[src/rtl/ecc_26_rd_pipe_pkg.sv]
// Shared SECDED constants, skid-buffer state encoding and the H-matrix
// column generator for the 26-bit read-side ECC stage.
package ecc_26_rd_pipe_pkg;

    localparam int ECC_DATA_WIDTH   = 26;
    localparam int ECC_PARITY_WIDTH = 6;

    // Two-entry output skid buffer occupancy
    typedef enum logic [1:0] {
        SKID_EMPTY = 2'd0,
        SKID_ONE   = 2'd1,
        SKID_TWO   = 2'd2
    } skid_state_e;

    // One decoded word as it travels through the skid buffer
    typedef struct packed {
        logic [ECC_DATA_WIDTH-1:0] data;
        logic                      sbit;
        logic                      dbit;
    } ecc_word_t;

    // Hsiao-style column for data bit idx: the idx-th odd-weight (3 or 5)
    // 6-bit value in ascending order. There are exactly 26 of them, so every
    // data bit gets a distinct odd column, every double error yields an
    // even-weight syndrome that matches neither a data nor a parity column.
    function automatic logic [ECC_PARITY_WIDTH-1:0] secded_col(input int idx);
        logic [ECC_PARITY_WIDTH-1:0] col;
        int n;
        int w;
        col = '0;
        n   = 0;
        for (int v = 1; v < (2 ** ECC_PARITY_WIDTH); v++) begin
            w = $countones(v[ECC_PARITY_WIDTH-1:0]);
            if (w == 3 || w == 5) begin
                if (n == idx) begin
                    col = v[ECC_PARITY_WIDTH-1:0];
                end
                n = n + 1;
            end
        end
        return col;
    endfunction

endpackage

[src/rtl/ecc_26_cal.sv]
// Combinational SECDED check/correct for one 26-bit data word.
module ecc_26_cal
    import ecc_26_rd_pipe_pkg::*;
(
    input  logic [ECC_DATA_WIDTH-1:0]   data,
    input  logic [ECC_PARITY_WIDTH-1:0] parity,
    input  logic                        bypass,
    output logic [ECC_DATA_WIDTH-1:0]   data_fix,
    output logic                        sbit_err,
    output logic                        dbit_err
);

    logic [ECC_PARITY_WIDTH-1:0] term [ECC_DATA_WIDTH];
    logic [ECC_DATA_WIDTH-1:0]   flip;
    logic [ECC_PARITY_WIDTH-1:0] calc_parity;
    logic [ECC_PARITY_WIDTH-1:0] syndrome;
    logic                        data_hit;
    logic                        parity_hit;

    // Per-bit parity contribution and syndrome-to-column match
    generate
        for (genvar gi = 0; gi < ECC_DATA_WIDTH; gi++) begin : g_col
            localparam logic [ECC_PARITY_WIDTH-1:0] COL = secded_col(gi);
            assign term[gi] = data[gi] ? COL : '0;
            assign flip[gi] = (syndrome == COL);
        end
    endgenerate

    // Recompute parity from data and compare with the stored parity
    always_comb begin
        calc_parity = '0;
        for (int i = 0; i < ECC_DATA_WIDTH; i++) begin
            calc_parity = calc_parity ^ term[i];
        end
    end

    assign syndrome   = calc_parity ^ parity;
    assign data_hit   = |flip;
    assign parity_hit = $onehot(syndrome);

    // Classify the syndrome and apply the single-bit correction
    always_comb begin
        data_fix = data;
        sbit_err = 1'b0;
        dbit_err = 1'b0;
        if (!bypass) begin
            data_fix = data ^ flip;
            sbit_err = data_hit | parity_hit;
            dbit_err = (syndrome != '0) & ~data_hit & ~parity_hit;
        end
    end

endmodule

[src/rtl/ecc_26_rd_pipe.sv]
// Read-side ECC stage: SECDED decode on input, 2-entry skid buffer on the
// output, saturating error counters and first-error address capture.
module ecc_26_rd_pipe
    import ecc_26_rd_pipe_pkg::*;
#(
    parameter int DATA_WIDTH   = ECC_DATA_WIDTH,
    parameter int PARITY_WIDTH = ECC_PARITY_WIDTH,
    parameter int ADDR_WIDTH   = 5,
    parameter int CNT_WIDTH    = 8
) (
    input  logic                    clk,
    input  logic                    rst,
    input  logic                    in_valid,
    output logic                    in_ready,
    input  logic [DATA_WIDTH-1:0]   in_data,
    input  logic [PARITY_WIDTH-1:0] in_parity,
    input  logic [ADDR_WIDTH-1:0]   in_addr,
    input  logic                    bypass,
    output logic                    out_valid,
    input  logic                    out_ready,
    output logic [DATA_WIDTH-1:0]   out_data,
    output logic                    out_sbit_err,
    output logic                    out_dbit_err,
    input  logic                    clr_stat,
    output logic [CNT_WIDTH-1:0]    sbit_cnt,
    output logic [CNT_WIDTH-1:0]    dbit_cnt,
    output logic [ADDR_WIDTH-1:0]   err_addr,
    output logic                    err_addr_vld
);

    localparam logic [CNT_WIDTH-1:0] CNT_MAX = '1;

    skid_state_e state_reg, state_next;
    ecc_word_t   head_reg, tail_reg, dec_word;
    logic        accept;
    logic        load_head_in, load_head_tail, load_tail;

    logic [CNT_WIDTH-1:0]  sbit_cnt_reg, sbit_cnt_next;
    logic [CNT_WIDTH-1:0]  dbit_cnt_reg, dbit_cnt_next;
    logic [ADDR_WIDTH-1:0] err_addr_reg, err_addr_next;
    logic                  err_vld_reg, err_vld_next;
    logic                  cap_dbit_reg, cap_dbit_next;
    logic                  sbit_ev, dbit_ev;

    ecc_26_cal u_cal (
        .data     (in_data),
        .parity   (in_parity),
        .bypass   (bypass),
        .data_fix (dec_word.data),
        .sbit_err (dec_word.sbit),
        .dbit_err (dec_word.dbit)
    );

    // in_ready comes straight from the state register, never from out_ready
    assign in_ready  = (state_reg != SKID_TWO);
    assign accept    = in_valid & in_ready;
    assign out_valid = (state_reg != SKID_EMPTY);
    assign out_data     = head_reg.data;
    assign out_sbit_err = head_reg.sbit;
    assign out_dbit_err = head_reg.dbit;

    // Skid buffer state register
    always_ff @(posedge clk or posedge rst) begin
        if (rst) begin
            state_reg <= SKID_EMPTY;
        end else begin
            state_reg <= state_next;
        end
    end

    // Skid buffer next state and entry load selects
    always_comb begin
        state_next     = state_reg;
        load_head_in   = 1'b0;
        load_head_tail = 1'b0;
        load_tail      = 1'b0;
        case (state_reg)
            SKID_EMPTY: begin
                if (accept) begin
                    load_head_in = 1'b1;
                    state_next   = SKID_ONE;
                end
            end
            SKID_ONE: begin
                if (accept && out_ready) begin
                    load_head_in = 1'b1;
                end else if (accept) begin
                    load_tail  = 1'b1;
                    state_next = SKID_TWO;
                end else if (out_ready) begin
                    state_next = SKID_EMPTY;
                end
            end
            SKID_TWO: begin
                if (out_ready) begin
                    load_head_tail = 1'b1;
                    state_next     = SKID_ONE;
                end
            end
            default: state_next = SKID_EMPTY;
        endcase
    end

    // Head (output) and tail entries; head holds while valid and stalled
    always_ff @(posedge clk or posedge rst) begin
        if (rst) begin
            head_reg <= '0;
            tail_reg <= '0;
        end else begin
            if (load_head_in) begin
                head_reg <= dec_word;
            end else if (load_head_tail) begin
                head_reg <= tail_reg;
            end
            if (load_tail) begin
                tail_reg <= dec_word;
            end
        end
    end

    assign sbit_ev = accept & dec_word.sbit;
    assign dbit_ev = accept & dec_word.dbit;

    // Statistics: clear first, then record this cycle's accepted event
    always_comb begin
        sbit_cnt_next = clr_stat ? '0 : sbit_cnt_reg;
        dbit_cnt_next = clr_stat ? '0 : dbit_cnt_reg;
        err_vld_next  = clr_stat ? 1'b0 : err_vld_reg;
        cap_dbit_next = clr_stat ? 1'b0 : cap_dbit_reg;
        err_addr_next = err_addr_reg;
        if (sbit_ev && sbit_cnt_next != CNT_MAX) begin
            sbit_cnt_next = sbit_cnt_next + 1'b1;
        end
        if (dbit_ev && dbit_cnt_next != CNT_MAX) begin
            dbit_cnt_next = dbit_cnt_next + 1'b1;
        end
        if (!err_vld_next && (sbit_ev || dbit_ev)) begin
            err_addr_next = in_addr;
            err_vld_next  = 1'b1;
            cap_dbit_next = dbit_ev;
        end else if (err_vld_next && !cap_dbit_next && dbit_ev) begin
            // Upgrade an sbit-only capture to the first uncorrectable word
            err_addr_next = in_addr;
            cap_dbit_next = 1'b1;
        end
    end

    // Statistics registers
    always_ff @(posedge clk or posedge rst) begin
        if (rst) begin
            sbit_cnt_reg <= '0;
            dbit_cnt_reg <= '0;
            err_addr_reg <= '0;
            err_vld_reg  <= 1'b0;
            cap_dbit_reg <= 1'b0;
        end else begin
            sbit_cnt_reg <= sbit_cnt_next;
            dbit_cnt_reg <= dbit_cnt_next;
            err_addr_reg <= err_addr_next;
            err_vld_reg  <= err_vld_next;
            cap_dbit_reg <= cap_dbit_next;
        end
    end

    assign sbit_cnt     = sbit_cnt_reg;
    assign dbit_cnt     = dbit_cnt_reg;
    assign err_addr     = err_addr_reg;
    assign err_addr_vld = err_vld_reg;

endmodule

[config.mk]
export PLATFORM = sky130hd
export DESIGN_NAME = ecc_26_rd_pipe
export DESIGN_NICKNAME = d
export VERILOG_FILES = /design/src/rtl/ecc_26_rd_pipe_pkg.sv /design/src/rtl/ecc_26_cal.sv /design/src/rtl/ecc_26_rd_pipe.sv
export SDC_FILE = /design/constraint.sdc
export NUM_CORES = 1
export LEC_CHECK = 0
export CAP_MARGIN = 20
export CORE_MARGIN = 5
export CORE_UTILIZATION = 40
export DETAILED_ROUTE_END_ITERATION = 12
export PLACE_DENSITY = 0.68
export SKIP_LAST_GASP = 1
export SLEW_MARGIN = 10
export SYNTH_ARGS = -nofsm -noshare
export SYNTH_HDL_FRONTEND = slang
export SYNTH_HIERARCHICAL = 1
export SYNTH_SLANG_ARGS = --single-unit
[constraint.sdc]
create_clock -name clk -period 6.85 [get_ports clk]
set_input_delay 1.37 -clock clk [delete_from_list [all_inputs] [get_ports clk]]
set_output_delay 1.37 -clock clk [all_outputs]
set_load 0.005 [all_outputs]
# Word level (Yosys, flattened, before mapping)
# Index checks and enable logic that the tools add are counted.
op_classes:
  bitwise_logic: 35
  reduce_logical: 16
  add_sub_neg: 7
  mux: 55
  n_eq_ne: 36
op_table:
  columns: ["op", "count"]
  rows:
  - ["$xor A6 B6 Y6", 26]
  - ["$eq A6 B6 Y1 const B", 15]
  - ["$mux W6", 15]
  - ["$mux W28", 2]
  - ["$mux W5", 9]
  - ["$eq A6 B5 Y1 const B", 7]
  - ["$mux W8", 4]
  - ["$mux W26", 1]
  - ["$reduce_or A26 Y1", 1]
  - ["$xor A26 B26 Y26", 1]
  - ["$eq A6 B4 Y1 const B", 3]
  - ["$add A8 B1 Y8 const B", 2]
  - ["$ne A8 B8 Y1 const B", 2]
  - ["$mux W1", 13]
  - ["$mux W4", 3]
  - ["$mux W2", 5]
  - ["$ne A2 B2 Y1 const B", 4]
  - ["$add A1 B1 Y2", 3]
  - ["$add A3 B3 Y3", 2]
  - ["$eq A6 B3 Y1 const B", 1]
  - ["$logic_and A1 B1 Y1", 6]
  - ["$pmux W2 S3", 1]
  - ["$reduce_bool A2 Y1", 3]
  - ["$reduce_bool A6 Y1", 1]
  - ["13 further kinds", 19]
totals:
  input_bits: 43
  wordCells: 161
  output_inout_bits: 52
  regBits: 81

# Depth between registers and ports, before layout
# Gate-level depths: netlist of run 1.
logic_depth:
  ltp_word: 38
  depth_mapped: 20
  mapped_depth_nobuf: 20

# Cells and area by module
# The synthesis of run 1 kept the hierarchy.
by_module_without_submodules:
  columns: ["module", "n_inst", "area_per_inst_um2", "cells_each", "seq_area_each_um2"]
  rows:
  - ["ecc_26_rd_pipe", 1, 3641.0, 316, 2026.9]
  - ["ecc_26_cal", 1, 1571.5, 189, 0.0]

# Least setup slack after synthesis of run 1
# Ideal clock, no wire load.
synth_timing:
  kind: "input-to-reg"
  start: "input in_data[23]"
  end: "register dbit_cnt_reg[5] (netlist: dbit_cnt[5])"
  cell_stages: 17
  path_buffers: 0
  setup_time_ps: 125
  t_arrival_ps: 6213
  required_time_ps: 6725
  path_slack_ps: 512
  path_cell_list: "xnor2_1 -> xor3_1 -> xnor2_1 -> xnor2_1 -> fa_1 -> xor2_1 -> ha_1 -> ha_1 -> fa_1 -> nor2_1 -> a32oi_1 -> o2111ai_1 -> a221o_1 -> a311oi_2 -> nand3_1 -> nor4_1 -> mux2_2"
synth_lines:
  columns: ["item", "line_no", "rtl"]
  rows:
  - ["start, declared", "ecc_26_rd_pipe.sv:15", "input logic [DATA_WIDTH-1:0] in_data,"]
  - ["end signal, assigned", "ecc_26_rd_pipe.sv:158", "dbit_cnt_reg <= dbit_cnt_next;"]
  - ["end, declared", "ecc_26_rd_pipe.sv:39", "logic [CNT_WIDTH-1:0] dbit_cnt_reg, dbit_cnt_next;"]

==> results of run 1 <==
[cell type report]
type,instances,area (sq um),area share (%)
Clock buffer,11,253,3.75
Inverter,9,35.0,0.520
Multi-Input combinational cell,396,3070,45.6
Tap cell,172,215,3.19
Timing Repair Buffer,112,1120,16.6
Clock inverter,3,17.5,0.260
Sequential cell,81,2030,30.1
[cells in the final DEF, fill, tap and decap left out, drive strengths merged, types with 11 or more instances in the layout]
cell            n
clkdlybuf4s50  94
dfrtp          81
nand2          51
xnor2          48
mux2           38
o21ai          32
mux2i          29
nor2           29
xor2           28
nand3          18
buf            18
nor3           14
nor2b          12
clkbuf         11
[kinds of logic after synthesis]
group | share of synthesized area [%]
AND/OR/NAND/NOR | 15.1
XOR/XNOR | 17.4
flip-flops | 38.9
AO/OA/AOI/OAI | 9.63
multiplexers | 13.8
buffers and inverters | 2.54
adder cells (fa/ha/maj) | 2.69
[stage by stage]
step	instances	instance area (sq um)	setup TNS, ns	power (mW)
after floorplan	505	5210	0	1.75
after global placement	768	6400	0	2.23
after detailed placement	768	6400	-0.536	2.28
after CTS	782	6670	0	2.73
after global routing	784	6740	-0.0783	2.97
final	784	6740	0	2.74
[routing by layer]
layer | GRT usage [%] | routed length, microns | up-vias
met4 | 5.27 | 182 | 0
met5 | 0 | 0 | -
li1 | - | - | 1984
met2 | 31.1 | 6670 | 130
met1 | 24.6 | 6080 | 2046
met3 | 3.04 | 672 | 12
[critical path, stage by stage]
cell                              delay, ns
sky130_fd_sc_hd__clkdlybuf4s50_1       0.50
sky130_fd_sc_hd__xnor2_1               0.35
sky130_fd_sc_hd__xor3_1                0.46
sky130_fd_sc_hd__xnor2_1               0.19
sky130_fd_sc_hd__xnor2_1               0.34
sky130_fd_sc_hd__fa_1                  0.52
sky130_fd_sc_hd__xor2_1                0.18
sky130_fd_sc_hd__ha_1                  0.29
sky130_fd_sc_hd__ha_1                  0.20
sky130_fd_sc_hd__fa_1                  0.48
sky130_fd_sc_hd__nor2_1                0.04
sky130_fd_sc_hd__a32oi_1               0.13
sky130_fd_sc_hd__o2111ai_1             0.12
sky130_fd_sc_hd__a221o_1               0.30
sky130_fd_sc_hd__a311oi_2              0.33
sky130_fd_sc_hd__nand3_2               0.23
sky130_fd_sc_hd__nor4_1                0.34
sky130_fd_sc_hd__mux2_2                0.37
[power by group through the flow]
| stage | clock network (mW) | logic (mW) | registers, mW |
|---|---|---|---|
| 2_1_floorplan | 0 | 1.02 | 0.727 |
| 3_3_place_gp | 0 | 1.50 | 0.738 |
| 3_5_place_dp | 0 | 1.53 | 0.745 |
| 4_1_cts | 0.456 | 1.54 | 0.737 |
| 5_1_grt | 0.477 | 1.74 | 0.757 |
| 6_report | 0.440 | 1.56 | 0.738 |
[cells in the mapped netlist (4+ instances only)]
| library cell | n |
|---|---|
| sky130_fd_sc_hd__dfrtp_1 | 81 |
| sky130_fd_sc_hd__nand2b_1 | 7 |
| sky130_fd_sc_hd__xnor3_1 | 6 |
| sky130_fd_sc_hd__nand2_1 | 50 |
| sky130_fd_sc_hd__o211ai_1 | 5 |
| sky130_fd_sc_hd__nand4_1 | 4 |
| sky130_fd_sc_hd__or4_1 | 5 |
| sky130_fd_sc_hd__nor2b_1 | 11 |
| sky130_fd_sc_hd__inv_1 | 8 |
| sky130_fd_sc_hd__a21oi_1 | 8 |
| sky130_fd_sc_hd__nand3_1 | 18 |
| sky130_fd_sc_hd__clkbuf_1 | 10 |
| sky130_fd_sc_hd__o21ai_0 | 31 |
| sky130_fd_sc_hd__ha_1 | 8 |
| sky130_fd_sc_hd__xnor2_1 | 46 |
| sky130_fd_sc_hd__xor2_1 | 27 |
| sky130_fd_sc_hd__mux2_2 | 38 |
| sky130_fd_sc_hd__mux2i_1 | 29 |
| sky130_fd_sc_hd__buf_2 | 4 |
| sky130_fd_sc_hd__nor3_1 | 13 |
| sky130_fd_sc_hd__o31ai_1 | 6 |
| sky130_fd_sc_hd__nor4_1 | 5 |
| sky130_fd_sc_hd__nor2_1 | 28 |
[repair_timing]
item / 4_1_cts / 5_1_grt
setup endpoints to repair: 0 / 9
hold endpoints to repair: 0 / 0
resized for setup: 0 / 3
[worst max-delay path by stage]
| stage | from | to | slack, ns | depth (start not counted) |
|---|---|---|---|---|
| 3_5_place_dp | in_data[8] | dbit_cnt[7]$_DFF_PP0_ | -0.15 | 18 |
| 4_1_cts | in_data[23] | dbit_cnt[7]$_DFF_PP0_ | 0.22 | 18 |
| 3_3_place_gp | in_data[7] | dbit_cnt[5]$_DFF_PP0_ | 0.04 | 18 |
| 2_1_floorplan | in_data[23] | dbit_cnt[5]$_DFF_PP0_ | 0.51 | 17 |
| 5_1_grt | in_data[24] | dbit_cnt[5]$_DFF_PP0_ | -0.05 | 20 |
| 6_report | in_data[23] | dbit_cnt[5]$_DFF_PP0_ | 0.29 | 18 |
==> flow_metrics.tcl, run 1 <==
set metrics [dict create \
    dp_worst_setup_slack_ns -0.153 \
    hold_path_startpoint "tail_reg[17]$_DFFE_PP0P_" \
    syn-mean-instance-area_sq_um 10.3 \
    grtUsageTotal_pct 18.5 \
    areaGrowthSynthToFinish_pct 29.3 \
    largest_reg_flops 28 \
    finalWirelength_mm 13.6 \
    first_pass_iters 5 \
    worst_ep_required_time_ns 7.06 \
    rr_endpoint "sbit_cnt[7]$_DFF_PP0_" \
    ctsHoldBuffers 0 \
    core.rowCount 41 \
    synth.cell_area_sq_um 5210 \
    setup_ws_ns 0.289 \
    clock_path_buffers 2 \
    maxSlewViolCount 0 \
    synth-edff-count 0 \
    initial_core_util_pct 41.0 \
    first_global_vias 4298 \
    crit_arrival_ns 6.77 \
    wl_per_cell_microns 17.3 \
    ant_nets 0 \
    synth_fp_nets 558 \
    die_area_sq_um 15400 \
    worst-slew-pin-transition_ns 0.954 \
    clk_latency_ns 0.33 \
    r2r_setup_slack_ns 4.96 \
    layout.filler_cells 1198 \
    share_seq_of_total_power_pct 27.0 \
    power_report.internal_total_mw 1.66 \
    layout-drive-gt1-share_pct 14.7 \
    design.core.area_sq_um 12700 \
    vias_per_cell 5.32 \
    maxClockFrequency_ghz 0.152 \
    num-nets-final 662 \
    synthTopCellsByArea "sky130_fd_sc_hd__dfrtp_1 (39%), sky130_fd_sc_hd__mux2_2 (8.2%), sky130_fd_sc_hd__xnor2_1 (7.7%), sky130_fd_sc_hd__mux2i_1 (5.6%), sky130_fd_sc_hd__xor2_1 (4.5%)" \
    cts_tree "yes" \
    period_share_pct 95.8 \
    slew_headroom_pct 36.2 \
    grt_setup_unrepaired "true" \
    buffers_added_on_ports 94 \
    outcome "finished clean" \
    worst_reg_to_reg_path_cell_count 6 \
    tritoncts_num_sinks 81 \
    post-synth-top-area-fraction_pct 38.9 \
    share_of_the_core_filled_with_cells_in_the_final_layout_pct 53.0 \
    yosys_warnings 6 \
    die_w_microns 124 \
    num_vias 4172 \
    worstSetupPathType "in -> reg" \
    postCtsSetupBuffers 0 \
    grt_start_max_net_pins 82 \
    setup_viol_count_final 0 \
    grt_first_pass_wirelength_mm 22.2 \
    pwr-share-clk_pct 16.1 \
    grt_overflow 0 \
    classification_of_the_worst_slack_hold_path "reg -> reg" \
    hold-path-cell-count 1 \
    total_leakage_power_nw 2.91 \
    combPwrFrac_pct 57.0 \
    power_switching_mw 1.07 \
    finalHoldViolations 0 \
    setup_crit_start_kind "input pin" \
    final_period_minus_worst_setup_slack_ns 6.56 \
    async_reset_ff_share_pct 100 \
    seq_area_frac_synth_pct 38.9 \
    powerDensity_nw_per_um2 406 \
    htreeDepth 3 \
    max-vdd-ir-drop_v 0.000176 \
    antenna_found_initial 0 \
    ioPinCount 95 \
    power.share.switching_pct 39.2 \
    synth.distinct_cells 67 \
    postSynth.topFlopCell "sky130_fd_sc_hd__dfrtp_1" \
    skew_ns 0.00630 \
    hold-worst-slack_ns 0.508 \
    endpoint_class_of_the_critical_path "flop" \
    synth_largest_area_cell "sky130_fd_sc_hd__dfrtp_1" \
    cap_violations 0 \
    cts.reportedPaths.clkPinSlew_ns 0.06 \
    cts_root_buffer "sky130_fd_sc_hd__clkbuf_16" \
    r2r-start "sbit_cnt[0]$_DFF_PP0_" \
    netlist_instances 505 \
    hpwl_mm 10.4 \
    finalWeightedCongestion 0.902 \
    holdPathEnd "tail_reg[17]$_DFFE_PP0P_" \
    diodes 0 \
    post-route-drc-count 0 \
    cp_max_fo 8 \
    detail_route.iter0.violations 349 \
    numCtsBuffers 9 \
    ys_ff_latch 81 \
    die_height_microns 124 \
]
Note: power is estimated with default switching activity, not from simulation.
==> run 2: changes to the inputs <==
--- a/config.mk
+++ b/config.mk
@@ -9,7 +9,8 @@
 export CORE_MARGIN = 5
 export CORE_UTILIZATION = 40
 export DETAILED_ROUTE_END_ITERATION = 12
-export PLACE_DENSITY = 0.68
+export HOLD_SLACK_MARGIN = 0.1
+export PLACE_DENSITY = 0.65
 export SKIP_LAST_GASP = 1
 export SLEW_MARGIN = 10
 export SYNTH_ARGS = -nofsm -noshare
==> run 2 against run 1 <==
  * Clock power rose by 27%
  * Sequential power barely moved
  * Die area did not move
  * Worst hold slack got worse by 0.0014 ns
  * Critical endpoint is now dbit_cnt[7]$_DFF_PP0_
==> flow_metrics.tcl, run 2 (synthesis gave the netlist of run 1 again) <==
set metrics [dict create \
    outcome "finished clean" \
    clk_latency_ns 0.34 \
    endpoint_class_of_the_critical_path "flop" \
    share_seq_of_total_power_pct 25.7 \
    antenna_found_initial 0 \
    setup_crit_start_kind "input pin" \
    hold-worst-slack_ns 0.506 \
    vias_per_cell 5.30 \
    num_vias 4167 \
    powerDensity_nw_per_um2 421 \
    clock_path_buffers 2 \
    worst_ep_required_time_ns 7.08 \
    worst-slew-pin-transition_ns 0.935 \
    period_share_pct 96.2 \
    maxClockFrequency_ghz 0.152 \
    grt_first_pass_wirelength_mm 21.7 \
    total_design_power_mw 2.87 \
    finalHoldViolations 0 \
    classification_of_the_worst_slack_hold_path "reg -> reg" \
    layout-drive-gt1-share_pct 14.7 \
    first_global_vias 4294 \
    detail_route.iter0.violations 252 \
    design.core.area_sq_um 12700 \
    final_period_minus_worst_setup_slack_ns 6.59 \
    highest-signal-layer "met4" \
    die_w_microns 124 \
    cap_violations 0 \
    finalWeightedCongestion 0.867 \
    diodes 0 \
    met2_length_mm 6.59 \
    hpwl_mm 10.3 \
    crit_arrival_ns 6.81 \
    numCtsBuffers 9 \
    cp_max_fo 8 \
    worstSetupPathType "in -> reg" \
    grt_overflow 0 \
    pwr-share-clk_pct 19.4 \
    slew_headroom_pct 37.5 \
    total_leakage_power_nw 2.95 \
    power_report.internal_total_mw 1.78 \
    postCtsSetupBuffers 0 \
    crit_start "in_data[23]" \
    die_height_microns 124 \
    post-route-drc-count 0 \
    tritoncts_num_sinks 81 \
    r2r-start "state_reg[0]$_DFFE_PP0P_" \
    max-vdd-ir-drop_v 0.000192 \
    ant_nets 0 \
    initial_core_util_pct 41.0 \
    wl_met1_mm 5.91 \
    combPwrFrac_pct 54.9 \
    power.share.switching_pct 37.9 \
    buffers_added_on_ports 94 \
    num-nets-final 662 \
    ioPinCount 95 \
    largest_reg_flops 28 \
    maxSlewViolCount 0 \
    wl_per_cell_microns 17.1 \
    grt_start_max_net_pins 82 \
    power_switching_mw 1.09 \
    areaGrowthSynthToFinish_pct 30.7 \
    hold_path_startpoint "tail_reg[1]$_DFFE_PP0P_" \
    route.met3.wl_microns 695 \
    dpl_cell_area_sq_um 6400 \
    core.rowCount 41 \
    cts_root_buffer "sky130_fd_sc_hd__clkbuf_16" \
    htreeDepth 3 \
    grtUsageTotal_pct 18.1 \
    layout_common_cells "sky130_fd_sc_hd__clkdlybuf4s50_1 (94), sky130_fd_sc_hd__dfrtp_1 (81), sky130_fd_sc_hd__nand2_1 (50)" \
    cts_tree "yes" \
    setup_viol_count_final 0 \
    finalWirelength_mm 13.5 \
    finish.instance_area_sq_um 6810 \
    skew_ns 0.00729 \
    first_pass_iters 4 \
    mostFrequentLayoutCell "sky130_fd_sc_hd__clkdlybuf4s50_1" \
    die_area_sq_um 15400 \
    cts.reportedPaths.clkPinSlew_ns 0.06 \
]
run 2: area by class of cell:
type,count,area (sq um)
Tap cell,172,215
Multi-Input combinational cell,396,3070
Clock buffer,11,243
Timing Repair Buffer,112,1120
Sequential cell,81,2030
Inverter,9,35.0
Fill cell,1169,5910
Clock inverter,5,103
run 2: what timing repair did:
| item | CTS | global route |
|---|---|---|
| resized for setup | 0 | 2 |
| hold buffers | 0 | 0 |
| endpoints found under the hold margin | 0 | 0 |
| setup endpoints to repair | 0 | 4 |
run 2: layer usage:
metal | up-vias | track usage [%]
met3 | 19 | 3.45
met2 | 112 | 29.8
met1 | 2051 | 23.5
met5 | - | 0
li1 | 1985 | -
met4 | 0 | 6.91
run 2: path summary, 6_finish.rpt:
check | to | slack [ns] | cells after the start
setup / recovery | dbit_cnt[7]$_DFF_PP0_ | 0.26 | 18
hold / removal | tail_reg[1]$_DFFE_PP0P_ | 0.51 | 1
setup reg to reg | tail_reg[19]$_DFFE_PP0P_ | 4.76 | 4
hold reg to reg | tail_reg[1]$_DFFE_PP0P_ | 0.51 | 1
max in group asynchronous | out_data[22]$_DFFE_PP0P_ | 4.84 | 4
min in group asynchronous | err_addr[4]$_DFFE_PP0P_ | 1.41 | 3
run 2: worst max-delay path: stages:
cell and delay, ns:
sky130_fd_sc_hd__clkdlybuf4s50_1 0.51, sky130_fd_sc_hd__xnor2_1 0.35, sky130_fd_sc_hd__xor3_1 0.45, sky130_fd_sc_hd__xnor2_1 0.34, sky130_fd_sc_hd__xnor2_2 0.20, sky130_fd_sc_hd__fa_1 0.50
sky130_fd_sc_hd__xor2_1 0.18, sky130_fd_sc_hd__ha_1 0.29, sky130_fd_sc_hd__ha_1 0.20, sky130_fd_sc_hd__fa_1 0.49, sky130_fd_sc_hd__nor2_1 0.05, sky130_fd_sc_hd__a32oi_1 0.15
sky130_fd_sc_hd__o2111ai_1 0.13, sky130_fd_sc_hd__a221o_1 0.30, sky130_fd_sc_hd__a311oi_2 0.32, sky130_fd_sc_hd__nand3_2 0.23, sky130_fd_sc_hd__nor4_1 0.38, sky130_fd_sc_hd__mux2_2 0.37
run 2: metrics by stage:
stage	setup TNS, ns	worst slack, ns	instances	utilization [%]
2_1_floorplan	0	0.512	505	-
3_5_place_dp	-0.607	-0.186	768	50.3
6_report	0	0.263	786	53.5
3_3_place_gp	0	0.0385	768	50.3
5_1_grt	-0.0246	-0.0246	786	53.5
4_1_cts	0	0.189	784	53.0
run 2: power by group through the flow:
| stage | clock network, mW | logic [mW] | registers (mW) |
|---|---|---|---|
| final | 0.557 | 1.57 | 0.736 |
| after global routing | 0.589 | 1.72 | 0.754 |
| after CTS | 0.570 | 1.55 | 0.737 |
| after detailed placement | 0 | 1.55 | 0.746 |
| after global placement | 0 | 1.50 | 0.737 |
| after floorplan | 0 | 1.02 | 0.727 |
==> RTL edit 1 (flow settings as in run 1) <==
Take the reset off `err_addr_reg` and load it in a clocked block of its own.
--- a/src/rtl/ecc_26_rd_pipe.sv
+++ b/src/rtl/ecc_26_rd_pipe.sv
@@ -150,16 +150,18 @@
         if (rst) begin
             sbit_cnt_reg <= '0;
             dbit_cnt_reg <= '0;
-            err_addr_reg <= '0;
             err_vld_reg  <= 1'b0;
             cap_dbit_reg <= 1'b0;
         end else begin
             sbit_cnt_reg <= sbit_cnt_next;
             dbit_cnt_reg <= dbit_cnt_next;
-            err_addr_reg <= err_addr_next;
             err_vld_reg  <= err_vld_next;
             cap_dbit_reg <= cap_dbit_next;
         end
+    end
+
+    always_ff @(posedge clk) begin
+        err_addr_reg <= err_addr_next;
     end
 
     assign sbit_cnt     = sbit_cnt_reg;
Formal check against the unedited RTL: not equivalent (Yosys sat finds a counterexample within 4 cycles, from zero or initial values and one cycle with rst high).
==> RTL edit 1 against run 1 <==
- count of clock-buffer cells in the layout is the same
- register-to-register slack got worse by 0.15 ns
- final cell count fell by 1.8%
- clock power is 11% higher
- total power down 0.28%
- final area shrank 0.69%
- first-iteration DRC count up 15%
- wire length down 3.7%
- synthesized area is essentially flat
- die area about the same
- setup slack improved by 0.027 ns
- sequential cell count did not move
==> RTL edit 1: results <==
[drt]
drtPass1Iterations = 4
wl_met1_um = 5930
wl_met2_um = 6170
wl_um = 13100

[global_routing]
first_global_vias = 4044
grt_start_max_net_pins = 77
met1_usage_pct = 23.8
grt_use_total_pct = 17.8
grt_util_met3_pct = 4.27
grt_first_pass_wirelength_um = 21100

[place]
gp_congestion = 0.942
place_hpwl_um = 10100
placed_area_um2 = 6360

[critical_path]
crit_arrival_ns = 6.76
regToRegSetupSlack_ns = 4.81
critPathTopFamily = "adder cells"
worstReg2RegEnd = "sbit_cnt[1]$_DFF_PP0_"
critPathMaxFanout = 6

[sta]
max_slew_margin_pct = 35.5
skew_ns = 0.00375
hold_slack_ns = 0.504
clock.fmax_mhz = 153

[logic_synthesis]
synthAdderAreaFrac_pct = 2.69
syn_inst = 494
synth_compound_area_share_pct = 9.64
synth.distinct_cells = 69
synthTopCellsByCount = "dfrtp_1 (76), nand2_1 (49), xnor2_1 (46), mux2_2 (34), o21ai_0 (31)"
ys_seq_area_share_pct = 39.3
yosys-top-cells-area = "dfrtp_1 (36%), xnor2_1 (7.7%), mux2_2 (7.3%)"

[status]
outcome = "completed"

[pwr]
irDropWorstVdd_mv = 0.197
swShare_pct = 38.6
p_leak_uw = 0.00290

[min_path]
holdCritStartpoint = "dbit_cnt[5]$_DFF_PP0_"
hold_end = "dbit_cnt[5]$_DFF_PP0_"

[cells_and_area]
fin_cells = 770
num-fill-cells = 1182
drive_above_1_share_pct = 13.2
## RTL edit 1: cell types whose count changed in the layout (fill, tap and decap cells not counted), sizes merged, moves of 2 or more
cell    change
buf         -4
and2b       +5
dfrtp       -5
or4         -3
edfxtp      +5
mux2        -3
nor2        -2
nand2       -2
nor2b       -6
nand3       -4
## RTL edit 1: cell type report
type | instances | area (um^2) | share of cell area, %
clock buffers | 11 | 254 | 3.80
repair buffers | 108 | 1070 | 15.9
clock inverters | 5 | 52.6 | 0.785
inverters | 9 | 33.8 | 0.505
multi-input cells | 384 | 3020 | 45.1
flip-flops and latches | 81 | 2050 | 30.7
well taps | 172 | 215 | 3.22
## RTL edit 1: power by group through the flow
stage	sequential [uW]	combinational, uW	clock, uW
after floorplan	738	984	0
after detailed placement	757	1490	0
after global placement	747	1460	0
after global routing	766	1650	524
final	745	1500	489
after CTS	748	1490	506
==> RTL edit 2 (settings of run 1) <==
Without the edit above. The parameter `ADDR_WIDTH` goes from 5 to 4.
--- a/src/rtl/ecc_26_rd_pipe.sv
+++ b/src/rtl/ecc_26_rd_pipe.sv
@@ -5,7 +5,7 @@
 #(
     parameter int DATA_WIDTH   = ECC_DATA_WIDTH,
     parameter int PARITY_WIDTH = ECC_PARITY_WIDTH,
-    parameter int ADDR_WIDTH   = 5,
+    parameter int ADDR_WIDTH   = 4,
     parameter int CNT_WIDTH    = 8
 ) (
     input  logic                    clk,
Ports: changed (resized err_addr and in_addr); port bits go from 95 to 93. The function was not compared with the original's and may differ.
==> RTL edit 2 against run 1 <==
- sequential share of layout area decreased by 0.56 points
- sequential cell count fell by 1
- non-clock buffer count grew 3
- clock skew increased by 0.00058 ns
- setup slack got worse by 0.038 ns
- maximum frequency down 0.58%
- wire length is 0.95% lower
- synthesized area is 0.12% lower
- sequential power is 2% lower
- total power is 0.92% higher
- final area increased by 0.65%
- hold slack got worse by 0.0064 ns
- highest routed layer unchanged
==> RTL edit 2: results <==
[logic_synthesis]
ys_seq_area_share_pct = 38.5
synthTopCellsByCount = "dfrtp_1 (80), nand2_1 (51), xnor2_1 (47), mux2_2 (33), mux2i_1 (32)"
yosys-top-cells-area = "dfrtp_1 (38%), xnor2_1 (7.9%), mux2_2 (7.1%)"

[drt]
wl_um = 13500
wl_per_cell_um = 17.3
initialDrtViolationCount = 451
vias_per_cell = 5.35

[critical_path]
worstReg2RegEnd = "out_data[21]$_DFFE_PP0P_"
r2r_start = "state_reg[1]$_DFFE_PP0P_"
critPathSlowestCell = "clkdlybuf4s50_1"
crit_arrival_ns = 6.82
regToRegSetupSlack_ns = 4.60
critPathMaxFanout = 3

[place]
place_hpwl_um = 10100
placed_area_um2 = 6400
placedCellCount = 762
place_ws_ns = -0.0966

[cells_and_area]
drive_above_1_share_pct = 15.6
finalNetCount = 655

[sta]
max_slew_margin_pct = 35.9
period_minus_slack_ns = 6.60

[global_routing]
grt_use_total_pct = 18.7
grt_start_max_net_pins = 81
grt_first_pass_wirelength_um = 22200

[min_path]
holdCritStartpoint = "dbit_cnt[6]$_DFF_PP0_"

[status]
outcome = "completed"
## RTL edit 2: report_power, final
group / internal (uW) / switching (uW)
Sequential: 634 / 90.8
Combinational: 759 / 786
Clock: 302 / 190
## RTL edit 2: logic make-up after synthesis
kind of cell	Yosys count	synth area share, %
compound gates	74	9.69
fa+ha+maj	10	2.69
mux	68	13.9
flops	80	38.5
simple gates	149	14.8
buf+inv	29	2.86
xor+xnor	86	17.6
## RTL edit 2: final cells by class
class                           instances  area (um^2)
Clock buffer                           12          256
Inverter                               10         43.8
Tap cell                              172          215
Timing Repair Buffer                  115         1130
Multi-Input combinational cell        387         3080
Sequential cell                        80         2000
Clock inverter                          4         52.6
Fill cell                            1145         5890
## RTL edit 2: metal layers
metal  part of all wire (%)  GRT usage, %
met2                     47          29.4
met5                      0             0
met1                     45          25.5
met4                    2.6          7.26
met3                    5.0          3.72
